===== src/rtl/hazard_scoreboard_pkg.sv =====
// Shared definitions for the register hazard scoreboard: the register address
// bus width, the default register-file size and the hard-wired zero register.
package hazard_scoreboard_pkg;

    localparam int REG_ADDR_W = 5;
    localparam int REG_COUNT  = 32;

    typedef logic [REG_ADDR_W-1:0] reg_addr_t;

    localparam reg_addr_t ZERO_REG = 5'd0;

endpackage


===== src/rtl/hazard_scoreboard_if.sv =====
// Decode/issue-stage bundle for the hazard scoreboard. The pipeline (master)
// presents read ports and issuing writes; the scoreboard (slave) answers with
// the bubble request, the blocking register and its bookkeeping outputs.
interface hazard_scoreboard_if
    import hazard_scoreboard_pkg::*;
#(
    parameter int NUM_REGS = REG_COUNT,
    parameter int ADDR_W   = REG_ADDR_W,
    parameter int NUM_RD   = 2,
    parameter int LAT_W    = 3,
    parameter int STAT_W   = 16
) ();

    logic [NUM_RD-1:0]        rd_en;
    logic [NUM_RD*ADDR_W-1:0] rd_addr;
    logic                     iss_valid;
    logic [ADDR_W-1:0]        iss_addr;
    logic [LAT_W-1:0]         iss_lat;
    logic                     bbl;
    logic [ADDR_W-1:0]        tar_addr;
    logic [NUM_REGS-1:0]      pending;
    logic [STAT_W-1:0]        stall_cnt;

    modport master (
        output rd_en, rd_addr, iss_valid, iss_addr, iss_lat,
        input  bbl, tar_addr, pending, stall_cnt
    );

    modport slave (
        input  rd_en, rd_addr, iss_valid, iss_addr, iss_lat,
        output bbl, tar_addr, pending, stall_cnt
    );

endinterface


===== src/rtl/hazard_scoreboard_sb_counter.sv =====
// Per-register latency countdown. A load sets the remaining latency; otherwise
// a nonzero count steps down by one each cycle and zero holds. The nonzero
// flag marks the register as still pending.
module sb_counter #(
    parameter int LAT_W = 3
) (
    input  logic             clk,
    input  logic             rst,
    input  logic             load_i,
    input  logic [LAT_W-1:0] load_val_i,
    output logic             nonzero_o
);

    logic [LAT_W-1:0] cnt_q;
    logic [LAT_W-1:0] cnt_d;

    // Next count: a load wins over the decrement, zero stays at zero.
    always_comb begin
        cnt_d = cnt_q;
        if (load_i) begin
            cnt_d = load_val_i;
        end else if (cnt_q != {LAT_W{1'b0}}) begin
            cnt_d = cnt_q - {{(LAT_W-1){1'b0}}, 1'b1};
        end else begin
            cnt_d = cnt_q;
        end
    end

    // Count register, cleared asynchronously.
    always_ff @(posedge clk or posedge rst) begin
        if (rst) begin
            cnt_q <= {LAT_W{1'b0}};
        end else begin
            cnt_q <= cnt_d;
        end
    end

    assign nonzero_o = (cnt_q != {LAT_W{1'b0}});

endmodule


===== src/rtl/hazard_scoreboard.sv =====
// Register scoreboard / bubble controller. Each architectural register has a
// countdown of cycles until its in-flight result becomes forwardable. Decode
// read ports are checked against the pre-edge state; any hit raises bbl in the
// same cycle and tar_addr names the register seen by the lowest hitting port.
module hazard_scoreboard
    import hazard_scoreboard_pkg::*;
#(
    parameter int NUM_REGS = REG_COUNT,
    parameter int ADDR_W   = REG_ADDR_W,
    parameter int NUM_RD   = 2,
    parameter int LAT_W    = 3,
    parameter int STAT_W   = 16
) (
    input  logic              clk,
    input  logic              rst,
    hazard_scoreboard_if.slave sb
);

    localparam int ADDR_SPACE = 1 << ADDR_W;

    logic [NUM_REGS-1:0]   pending_s;
    logic [ADDR_SPACE-1:0] pend_full_s;
    logic [ADDR_W-1:0]     rd_addr_s [NUM_RD];
    logic [NUM_RD-1:0]     hit_s;
    logic                  bbl_s;
    logic [ADDR_W-1:0]     tar_addr_s;
    logic                  accept_s;
    logic [STAT_W-1:0]     stall_cnt_q;
    logic [STAT_W-1:0]     stall_cnt_d;

    // Pending map widened to the full address space; addresses beyond the
    // register file read as never pending, so they can never hit.
    always_comb begin
        pend_full_s = {ADDR_SPACE{1'b0}};
        for (int r = 0; r < NUM_REGS; r++) begin
            pend_full_s[r] = pending_s[r];
        end
    end

    // Split the packed read-address bus into one address per port.
    always_comb begin
        for (int i = 0; i < NUM_RD; i++) begin
            rd_addr_s[i] = sb.rd_addr[i*ADDR_W +: ADDR_W];
        end
    end

    // Per-port hit: active port, not the zero register, register still pending.
    always_comb begin
        hit_s = {NUM_RD{1'b0}};
        for (int i = 0; i < NUM_RD; i++) begin
            hit_s[i] = sb.rd_en[i]
                     && (rd_addr_s[i] != ADDR_W'(ZERO_REG))
                     && pend_full_s[rd_addr_s[i]];
        end
    end

    assign bbl_s = |hit_s;

    // Report the register of the lowest-index hitting port (scan high to low
    // so the lowest index is written last).
    always_comb begin
        tar_addr_s = {ADDR_W{1'b0}};
        for (int i = NUM_RD - 1; i >= 0; i--) begin
            if (hit_s[i]) begin
                tar_addr_s = rd_addr_s[i];
            end else begin
                tar_addr_s = tar_addr_s;
            end
        end
    end

    // A stalled issue stage re-presents later, so issues during a bubble are
    // dropped; zero latency and the zero register carry no hazard.
    assign accept_s = sb.iss_valid
                   && !bbl_s
                   && (sb.iss_addr != ADDR_W'(ZERO_REG))
                   && (sb.iss_lat != {LAT_W{1'b0}});

    assign pending_s[0] = 1'b0;

    for (genvar r = 1; r < NUM_REGS; r++) begin : g_reg
        sb_counter #(
            .LAT_W (LAT_W)
        ) u_cnt (
            .clk        (clk),
            .rst        (rst),
            .load_i     (accept_s && (sb.iss_addr == ADDR_W'(r))),
            .load_val_i (sb.iss_lat),
            .nonzero_o  (pending_s[r])
        );
    end

    // Saturating count of bubble cycles.
    always_comb begin
        stall_cnt_d = stall_cnt_q;
        if (bbl_s && (stall_cnt_q != {STAT_W{1'b1}})) begin
            stall_cnt_d = stall_cnt_q + {{(STAT_W-1){1'b0}}, 1'b1};
        end else begin
            stall_cnt_d = stall_cnt_q;
        end
    end

    // Stall statistic register.
    always_ff @(posedge clk or posedge rst) begin
        if (rst) begin
            stall_cnt_q <= {STAT_W{1'b0}};
        end else begin
            stall_cnt_q <= stall_cnt_d;
        end
    end

    assign sb.bbl       = bbl_s;
    assign sb.tar_addr  = tar_addr_s;
    assign sb.pending   = pending_s;
    assign sb.stall_cnt = stall_cnt_q;

endmodule


===== src/flat_wrapper.sv =====
// flat-port wrapper written by rule: the top's interface ports become plain ports
module hazard_scoreboard_flat import hazard_scoreboard_pkg::*;
#(
    parameter int NUM_REGS = REG_COUNT,
    parameter int ADDR_W   = REG_ADDR_W,
    parameter int NUM_RD   = 2,
    parameter int LAT_W    = 3,
    parameter int STAT_W   = 16
)
  (clk, rst, sb_rd_en, sb_rd_addr, sb_iss_valid, sb_iss_addr, sb_iss_lat, sb_bbl, sb_tar_addr, sb_pending, sb_stall_cnt);
  hazard_scoreboard_if #(.NUM_REGS(NUM_REGS), .ADDR_W(ADDR_W), .NUM_RD(NUM_RD), .LAT_W(LAT_W), .STAT_W(STAT_W)) sb_i ();
  input  logic clk;
  input  logic rst;
  input wire logic [$bits(sb_i.rd_en)-1:0] sb_rd_en;
  input wire logic [$bits(sb_i.rd_addr)-1:0] sb_rd_addr;
  input wire logic [$bits(sb_i.iss_valid)-1:0] sb_iss_valid;
  input wire logic [$bits(sb_i.iss_addr)-1:0] sb_iss_addr;
  input wire logic [$bits(sb_i.iss_lat)-1:0] sb_iss_lat;
  output wire logic [$bits(sb_i.bbl)-1:0] sb_bbl;
  output wire logic [$bits(sb_i.tar_addr)-1:0] sb_tar_addr;
  output wire logic [$bits(sb_i.pending)-1:0] sb_pending;
  output wire logic [$bits(sb_i.stall_cnt)-1:0] sb_stall_cnt;
  assign sb_i.rd_en = sb_rd_en;
  assign sb_i.rd_addr = sb_rd_addr;
  assign sb_i.iss_valid = sb_iss_valid;
  assign sb_i.iss_addr = sb_iss_addr;
  assign sb_i.iss_lat = sb_iss_lat;
  assign sb_bbl = sb_i.bbl;
  assign sb_tar_addr = sb_i.tar_addr;
  assign sb_pending = sb_i.pending;
  assign sb_stall_cnt = sb_i.stall_cnt;
  hazard_scoreboard #(.NUM_REGS(NUM_REGS), .ADDR_W(ADDR_W), .NUM_RD(NUM_RD), .LAT_W(LAT_W), .STAT_W(STAT_W)) u_core (.clk(clk), .rst(rst), .sb(sb_i));
endmodule

===== config.mk =====
export PLATFORM = sky130hd
export DESIGN_NAME = hazard_scoreboard_flat
export DESIGN_NICKNAME = d
export VERILOG_FILES = /design/src/rtl/hazard_scoreboard_pkg.sv /design/src/rtl/hazard_scoreboard_if.sv /design/src/rtl/hazard_scoreboard_sb_counter.sv /design/src/rtl/hazard_scoreboard.sv /design/src/flat_wrapper.sv
export SDC_FILE = /design/constraint.sdc
export NUM_CORES = 1
export LEC_CHECK = 0
export ABC_AREA = 1
export CORE_MARGIN = 5
export CORE_UTILIZATION = 45
export CTS_BUF_LIST = sky130_fd_sc_hd__clkbuf_4 sky130_fd_sc_hd__clkbuf_8
export CTS_CLUSTER_DIAMETER = 150
export DETAILED_ROUTE_END_ITERATION = 10
export SETUP_SLACK_MARGIN = 0.3
export SYNTH_ARGS = -nofsm -noshare
export SYNTH_HDL_FRONTEND = slang
export SYNTH_HIERARCHICAL = 1
export SYNTH_SLANG_ARGS = --single-unit
export TNS_END_PERCENT = 10

===== constraint.sdc =====
create_clock -name clk -period 5.5 [get_ports clk]
set_clock_uncertainty 0.05 [all_clocks]
set_input_delay 1.375 -clock clk [delete_from_list [all_inputs] [get_ports clk]]
set_output_delay 1.375 -clock clk [all_outputs]
set_load 0.01 [all_outputs]

======== After elaboration in Yosys (flattened, before gate mapping) ========
Cells that the tools add are included.
operators by class
  add/sub/neg operators ................... 32
  $mul .................................... 0
  divide/modulo/power cells ............... 0
  magnitude comparators ................... 2
  equality and inequality tests ........... 32
  shifts and indexed selects .............. 0
  multiplexer cells ....................... 68
  bitwise operators ....................... 0
  reductions and logical operators ........ 107
operators with widths
  operator                 count
  $mux W3                  62
  $reduce_bool A3 Y1       32
  $sub A3 B1 Y3 const B    31
  $eq A5 B5 Y1 const B     16
  $reduce_bool A2 Y1       31
  $eq A5 B4 Y1 const B     8
  $logic_and A1 B1 Y1      39
  $eq A5 B3 Y1 const B     4
  $add A16 B1 Y16 const B  1
  $ne A16 B16 Y1 const B   1
  $reduce_bool A5 Y1       3
  $lt A5 B6 Y1 const B     2
  $bmux W1 S5              2
  $eq A5 B2 Y1 const B     2
  $mux W5                  2
  $eq A5 B1 Y1 const B     1
  $mux W1                  2
  $reduce_or A2 Y1         1
  $logic_not A1 Y1         1
word-level totals
  register bits ........................... 109
  bits in latches ......................... 0
  bits in writable memories ............... 0
  memory bits (read-only) ................. 0
  bits of input ports ..................... 23
  logic and storage cells ................. 273
  memories kept ........................... 0

======== Logic depth before layout (Yosys ltp) ========
Gate-level depths: netlist of run 1.
  word-level depth ........................ 11
  gate-level depth with buffers ........... 19

======== Cells and area by module ========
Netlist of run 1, hierarchy kept.
modules (own cells, without submodules)
  module             instances  cells an instance  area each (µm²)  sequential area each (µm²)
  sb_counter         31         30                 203.9            75.1
  hazard_scoreboard  1          384                2207.1           400.4

======== Worst setup path before layout of run 1 ========
OpenSTA, ideal clock, no wires.
  path kind ............................... input -> output
  from .................................... input sb_rd_addr[2]
  to ...................................... output sb_tar_addr[3]
  arrival time ............................ 2.610 ns
  path slack .............................. 1.465 ns
  cell stages on the path ................. 9
  path buffers ............................ 2
  cells stage by stage .................... buf_4 -> nor2_2 -> nand3_1 -> a21oi_1 -> nor2_1 -> nand2_1 -> nand3_4 -> buf_2 -> o21ai_0
between the ends
  word-level cells in the longest chain between the ends .. 4
  elaborated cells between the ends (all ways) .. 6
  those cells by class .................... mux: 3; reduce/logical: 3
RTL lines
  item                                                                  RTL line                                          RTL
  start, declared                                                       flat_wrapper.sv:15                                input wire logic [$bits(sb_i.rd_addr)-1:0] sb_rd_addr;
  $bmux W1 S5 or $reduce_bool A5 Y1 (tied branches)                     hazard_scoreboard.sv:53, hazard_scoreboard.sv:52
  $mux W1 (implied by the code) or $logic_and A1 B1 Y1 (tied branches)  hazard_scoreboard.sv:53, hazard_scoreboard.sv:52
  $logic_and A1 B1 Y1 (*)                                               hazard_scoreboard.sv:53                           && pend_full_s[rd_addr_s[i]];
  $mux W5 (*)                                                           hazard_scoreboard.sv:64                           if (hit_s[i]) begin
  end, declared                                                         flat_wrapper.sv:20                                output wire logic [$bits(sb_i.tar_addr)-1:0] sb_tar_addr;
Mark *: on every way between the ends. The rest lies on a longest branch, timed or not. The select of a mux whose other input is x is not followed.

======== Final worst setup path of run 1 ========
  from .................................... input sb_rd_addr[6]
  to ...................................... output sb_tar_addr[3]
between the ends
  word-level cells in the longest chain between the ends .. 5
  elaborated cells between the ends (all ways) .. 7
  those cells by class .................... mux: 4; reduce/logical: 3
RTL lines
  item                                                                  RTL line
  $bmux W1 S5 or $reduce_bool A5 Y1 (tied branches)                     hazard_scoreboard.sv:53, hazard_scoreboard.sv:52
  $mux W1 (implied by the code) or $logic_and A1 B1 Y1 (tied branches)  hazard_scoreboard.sv:53, hazard_scoreboard.sv:52
  $logic_and A1 B1 Y1 (*)                                               hazard_scoreboard.sv:53
  $mux W5 (*) (2 in series)                                             hazard_scoreboard.sv:64
Marks and branches as above.

==> flow_summary.json, run 1 <==
{
  "status": "finished, final reports clean",
  "drtIter0Drc": 308,
  "max-vdd-ir-drop_mv": 0.246,
  "path_buf_inv": 3,
  "synthTopCellsByArea": "dfrtp_1 32%, nand2_1 24%, ha_1 9.2%, inv_1 7.2%, o21ai_0 4.0%",
  "dr.pass1.iters": 5,
  "die_area_mm2": 0.0218,
  "layout.nets": 1478,
  "cts.path.max_buffers": 2,
  "avgSynthCellArea_um2": 6.49,
  "cts_inserted_buffers": 9,
  "ys_seq_elements": 109,
  "io_buffers": 75,
  "post_cts_resized": 0,
  "hold_viol_final": 0,
  "grt_usage_pct": 20.5,
  "syn_area_mm2": 0.00853,
  "required_ns": 4.07,
  "wirelength_mm": 22.3,
  "worstSetupStartpointType": "input port",
  "grt_pass1_vias": 7394,
  "rows": 50,
  "p_leak_nw": 5.24,
  "setup_tns_ns": 0,
  "drc": 0,
  "fmax_mhz": 198,
  "antenna_left": 0,
  "post_cts.repair.setup_buffers": 0,
  "rsz0062_at_grt": "false",
  "power_density_mw_per_mm2": 493,
  "yosysTopAreaCell": "dfrtp_1",
  "critPathKind": "input port to primary output",
  "worstPathArrival_ns": 3.62,
  "crit_fanout": 9,
  "fin_crit_sh_pct": 91.7,
  "avgRoutedWirePerCell_um": 13.7,
  "drive_gt1_share_pct": 8.17,
  "fp.dieW_um": 148,
  "cts_root_buffer": "clkbuf_8",
  "stdcell_area_mm2": 0.00968,
  "grt-ovfl-total": 0,
  "synth_top_area_share_pct": 32.0,
  "final.min_clock_period_ns": 5.04,
  "antennaDiodeCount": 0,
  "end_kind": "primary output",
  "yosysUniqueCellTypes": 33,
  "antenna_found_initial": 1,
  "slew_headroom_pct": 57.9,
  "grt_max_degree": 33,
  "clk_latency_ns": 0.38,
  "cts_tree": "built",
  "crit_chain": "clkdlybuf4s50_1 -> inv_2 -> nand3_1 -> nand2_1 -> a21oi_1 -> nor2_1 -> nand2_2 -> nand3_4 -> nor2_1 -> nand2_1 -> o21ai_0 -> clkdlybuf4s50_1",
  "syn_nets": 1400,
  "cts_hold_buf": 0,
  "area_growth_pct": 13.5,
  "ys_warn_count": 6,
  "worst_path_max_delay_cell": "clkdlybuf4s50_1",
  "yosysSeqAreaShare_pct": 32.0,
  "placeableCoreArea_mm2": 0.0187,
  "min_path_type": "register to register",
  "dr_total_vias": 8012,
  "slowest_delay_ns": 0.70,
  "crit_family": "buffers and inverters",
  "worst_pin_slew_ns": 0.631,
  "dieHeight_um": 148,
  "avgViaCountPerCell": 4.92,
  "cts_sinks": 109,
  "gp_congestion": 0.896,
  "drv_slew": 0,
  "synthCells": 1314,
  "io_pins": 77,
  "place_area_mm2": 0.00949,
  "grt_pass1_wl_mm": 36.2,
  "cts.clk_slew.worst_paths_ns": 0.09,
  "hpwl_mm": 16.6,
  "start_util_pct": 45.6,
  "layout_common_cells": "554 x nand2_1, 164 x inv_1, 109 x dfrtp_1",
  "drv_cap": 0,
  "setup_viol": 0,
  "final_common_cell": "nand2_1",
  "cts_max_level": 3
}
==> Yosys cell counts (all sizes together) <==
cell type	count
buf	15
nand3b	31
nand2	600
nor2	87
nand4	6
a21oi	36
inv	203
o211ai	3
o31ai	1
nor3	2
dfrtp	109
o22ai	3
ha	63
conb	1
nor4	2
o21ai	69
a31oi	1
nand3	68
xnor2	9
xor2	5
==> flip-flops by register name (all words and copies together) (netlist names) <==
name,flops
u_core/sb.stall_cnt,16
u_core/g.u_cnt/cnt_q,93
==> worst paths after layout <==
path | end | cells past startpoint | from | slack (ns)
max | sb_tar_addr[3] | 12 | sb_rd_addr[6] | 0.46
min | u_core/g_reg[22].u_cnt/cnt_q[1]$_DFFE_PP0P_ | 2 | u_core/g_reg[22].u_cnt/cnt_q[1]$_DFFE_PP0P_ | 0.43
max reg2reg | u_core/g_reg[16].u_cnt/cnt_q[1]$_DFFE_PP0P_ | 15 | u_core/g_reg[15].u_cnt/cnt_q[0]$_DFFE_PP0P_ | 2.57
min reg2reg | u_core/g_reg[22].u_cnt/cnt_q[1]$_DFFE_PP0P_ | 2 | u_core/g_reg[22].u_cnt/cnt_q[1]$_DFFE_PP0P_ | 0.43
max in group asynchronous | u_core/sb.stall_cnt[3]$_DFFE_PP0P_ | 3 | rst | 3.30
min in group asynchronous | u_core/g_reg[20].u_cnt/cnt_q[2]$_DFFE_PP0P_ | 3 | rst | 1.46
==> cells by family (layout without fill, tap and decap cells) <==
kind of cell,after synthesis,after routing,synth area share (%)
simple gates,796,796,39.9
buf+inv,218,299,10.5
compound gates,113,113,6.87
flops,109,109,32.0
fa+ha+maj,63,63,9.24
xor+xnor,14,14,1.44
other cells,1,1,0.0440
==> stage by stage <==
step	hold WS, ns	worst slack [ns]	total power, mW	cells	util (%)
after floorplan	0.392	1.47	3.47	1314	-
after global placement	0.405	0.415	4.27	1615	50.8
after detailed placement	0.409	0.375	4.31	1615	50.8
after CTS	0.431	0.364	4.82	1629	51.7
after global routing	0.454	0.312	5.34	1629	51.8
final	0.428	0.457	4.77	1629	51.8
==> routing by layer <==
metal / up-vias / part of all wire (%) / global-route usage, %
met5: - / 0.040 / 0
met3: 42 / 4.3 / 2.88
met4: 2 / 3.1 / 7.78
li1: 4189 / - / -
met2: 153 / 46 / 34.4
met1: 3626 / 46 / 26.9
==> worst min-delay path, stage by stage, from the launching register on <==
cell and delay (ns):
dfrtp_1 0.35, nand2_1 0.05, nand2_1 0.05
==> final cells by class <==
class	instances	area [um^2]
tap	234	293
timing repair buffer	82	811
sequential	109	2730
clock inverter	4	48.8
multi-input combinational	987	4910
inverter	203	764
clock buffer	10	131
fill	1916	9020
==> report_power, final <==
group | internal, mW | leakage [nW] | switching, mW
Sequential | 1.18 | 1.35 | 0.241
Clock | 0.212 | 0.0958 | 0.274
Combinational | 1.15 | 3.80 | 1.71
No activity file was read; power rests on OpenSTA's default activity.
==> run 2: changes to the inputs <==
CAP_MARGIN = 10   (was unset)
CORE_UTILIZATION = 35   (was 45)
==> run 2 against run 1 <==
Effect of this change: worst hold slack improved by 0.0017 ns; wire length increased by 1.7%; global-route usage decreased by 4.1 points; first-iteration DRC count increased by 47%; non-clock buffer count increased by 1; fmax decreased by 3.1%; clock-buffer cell count unchanged; critical path type unchanged; critical endpoint is now sb_tar_addr[1].
==> flow_summary.json, run 2 (same netlist as run 1, synthesis figures left out) <==
{
  "gp_congestion": 0.888,
  "fp.dieW_um": 166,
  "grt_pass1_wl_mm": 37.1,
  "setup_tns_ns": 0,
  "cts.clk_slew.worst_paths_ns": 0.10,
  "setup_viol": 0,
  "end_kind": "primary output",
  "rsz0062_at_grt": "true",
  "area_growth_pct": 15.4,
  "cts_hold_buf": 0,
  "power_density_mw_per_mm2": 491,
  "drv_cap": 0,
  "cts_root_buffer": "clkbuf_8",
  "avgViaCountPerCell": 4.64,
  "dr_total_vias": 7999,
  "slowest_delay_ns": 0.60,
  "critPathKind": "input port to primary output",
  "die_area_mm2": 0.0276,
  "fillers": 2556,
  "p_leak_nw": 5.25,
  "dr.pass1.iters": 5,
  "crit_chain": "clkdlybuf4s50_1 -> inv_2 -> nor3_1 -> nand2_1 -> nand3_1 -> nor2_1 -> nand2_1 -> nand3_4 -> o22ai_1 -> clkdlybuf4s50_1",
  "dieHeight_um": 166,
  "antenna_found_initial": 2,
  "worstSetupStartpointType": "input port",
  "grt_pass1_vias": 7538,
  "cts_tree": "built",
  "fin_crit_sh_pct": 94.6,
  "max-vdd-ir-drop_mv": 0.175,
  "cts_max_level": 3,
  "crit_fanout": 13,
  "cts_inserted_buffers": 9,
  "avgRoutedWirePerCell_um": 13.1,
  "rows": 57,
  "hpwl_mm": 16.9,
  "r2r_setup_slack_ns": 2.58,
  "grt_max_degree": 33,
  "largest_register_ffs": 93,
  "worstPathArrival_ns": 3.78,
  "worst_pin_slew_ns": 0.641,
  "min_path_type": "register to register",
  "p_total_mw": 4.83,
  "io_pins": 77,
  "start_util_pct": 35.3,
  "hold_viol_final": 0,
  "drive_gt1_share_pct": 8.37,
  "status": "finished, final reports clean",
  "required_ns": 4.07,
  "hold-worst-slack_ns": 0.430,
  "antenna_left": 0,
  "drv_slew": 0,
  "cts.path.max_buffers": 2,
  "wirelength_mm": 22.6,
  "layout.nets": 1479,
  "slew_headroom_pct": 57.2,
  "worst_path_max_delay_cell": "clkdlybuf4s50_1",
  "io_buffers": 75,
  "placeableCoreArea_mm2": 0.0242,
  "final.min_clock_period_ns": 5.21,
  "grt-ovfl-total": 0,
  "layout_common_cells": "554 x nand2_1, 164 x inv_1, 109 x dfrtp_1",
  "regMostFlops": "u_core/g.u_cnt/cnt_q",
  "drtIter0Drc": 454,
  "clk_latency_ns": 0.40,
  "fmax_mhz": 192,
  "final_common_cell": "nand2_1",
  "grt_usage_pct": 16.4,
  "cts_sinks": 109,
  "drc": 0
}
## run 2: cell types whose count changed in the layout (fill, tap and decap cells not counted), sizes merged
cell           change
diode              +2
buf                +1
inv                +2
dlymetal6s2s       -1
clkdlybuf4s50      +1
## run 2: final timing paths
| kind | cells past startpoint | from | endpoint |
|---|---|---|---|
| setup / recovery | 10 | sb_rd_addr[1] | sb_tar_addr[1] |
| hold / removal | 2 | u_core/g_reg[30].u_cnt/cnt_q[1]$_DFFE_PP0P_ | u_core/g_reg[30].u_cnt/cnt_q[1]$_DFFE_PP0P_ |
| setup reg to reg | 15 | u_core/g_reg[30].u_cnt/cnt_q[0]$_DFFE_PP0P_ | u_core/g_reg[12].u_cnt/cnt_q[1]$_DFFE_PP0P_ |
| hold reg to reg | 2 | u_core/g_reg[30].u_cnt/cnt_q[1]$_DFFE_PP0P_ | u_core/g_reg[30].u_cnt/cnt_q[1]$_DFFE_PP0P_ |
| max in group asynchronous | 3 | rst | u_core/sb.stall_cnt[15]$_DFFE_PP0P_ |
| min in group asynchronous | 3 | rst | u_core/g_reg[30].u_cnt/cnt_q[2]$_DFFE_PP0P_ |
## run 2: power by group
part / internal [mW] / switching, mW / total (mW) / leakage [nW]
Sequential: 1.18 / 0.244 / 1.43 / 1.35
Combinational: 1.16 / 1.71 / 2.87 / 3.79
Clock: 0.226 / 0.307 / 0.533 / 0.109
Total: 2.56 / 2.26 / 4.83 / 5.25
## run 2: worst max-delay path, delay by kind of cell
kind / cells / cell delay [ns]
AO/OA/AOI/OAI: 1 / 0.32
buffers and inverters: 3 / 1.34
AND/OR/NAND/NOR: 6 / 0.74
## run 2: layout make-up
class	count	area, um^2	share of cell area, %
clock buffer	10	131	1.34
tap	324	405	4.12
clock inverter	6	80.1	0.814
timing repair buffer	83	820	8.33
sequential	109	2730	27.7
multi-input combinational	987	4910	49.9
inverter	203	764	7.77
antenna	2	5.00	0.0509
## run 2: stage by stage
step	cells	instance area, um^2	utilization [%]	setup WS, ns
after detailed placement	1706	9610	39.8	0.314
after global routing	1723	9840	40.7	0.219
after global placement	1706	9610	39.8	0.308
after floorplan	1314	8530	-	1.47
after CTS	1722	9830	40.6	0.309
final	1724	9840	40.7	0.294
## run 2: metal layers
metal  GRT usage, %  wire [um]  vias up
met5              0          0        -
met4           5.06        461        0
met3           2.21        813       28
met2           27.9      10600      159
met1           21.7      10800     3615
li1               -          -     4197
## run 2: timing repair
action	CTS	global route
gates resized for setup	0	3
buffers inserted	0	0
setup endpoints to repair	0	5
hold endpoints to repair	0	0
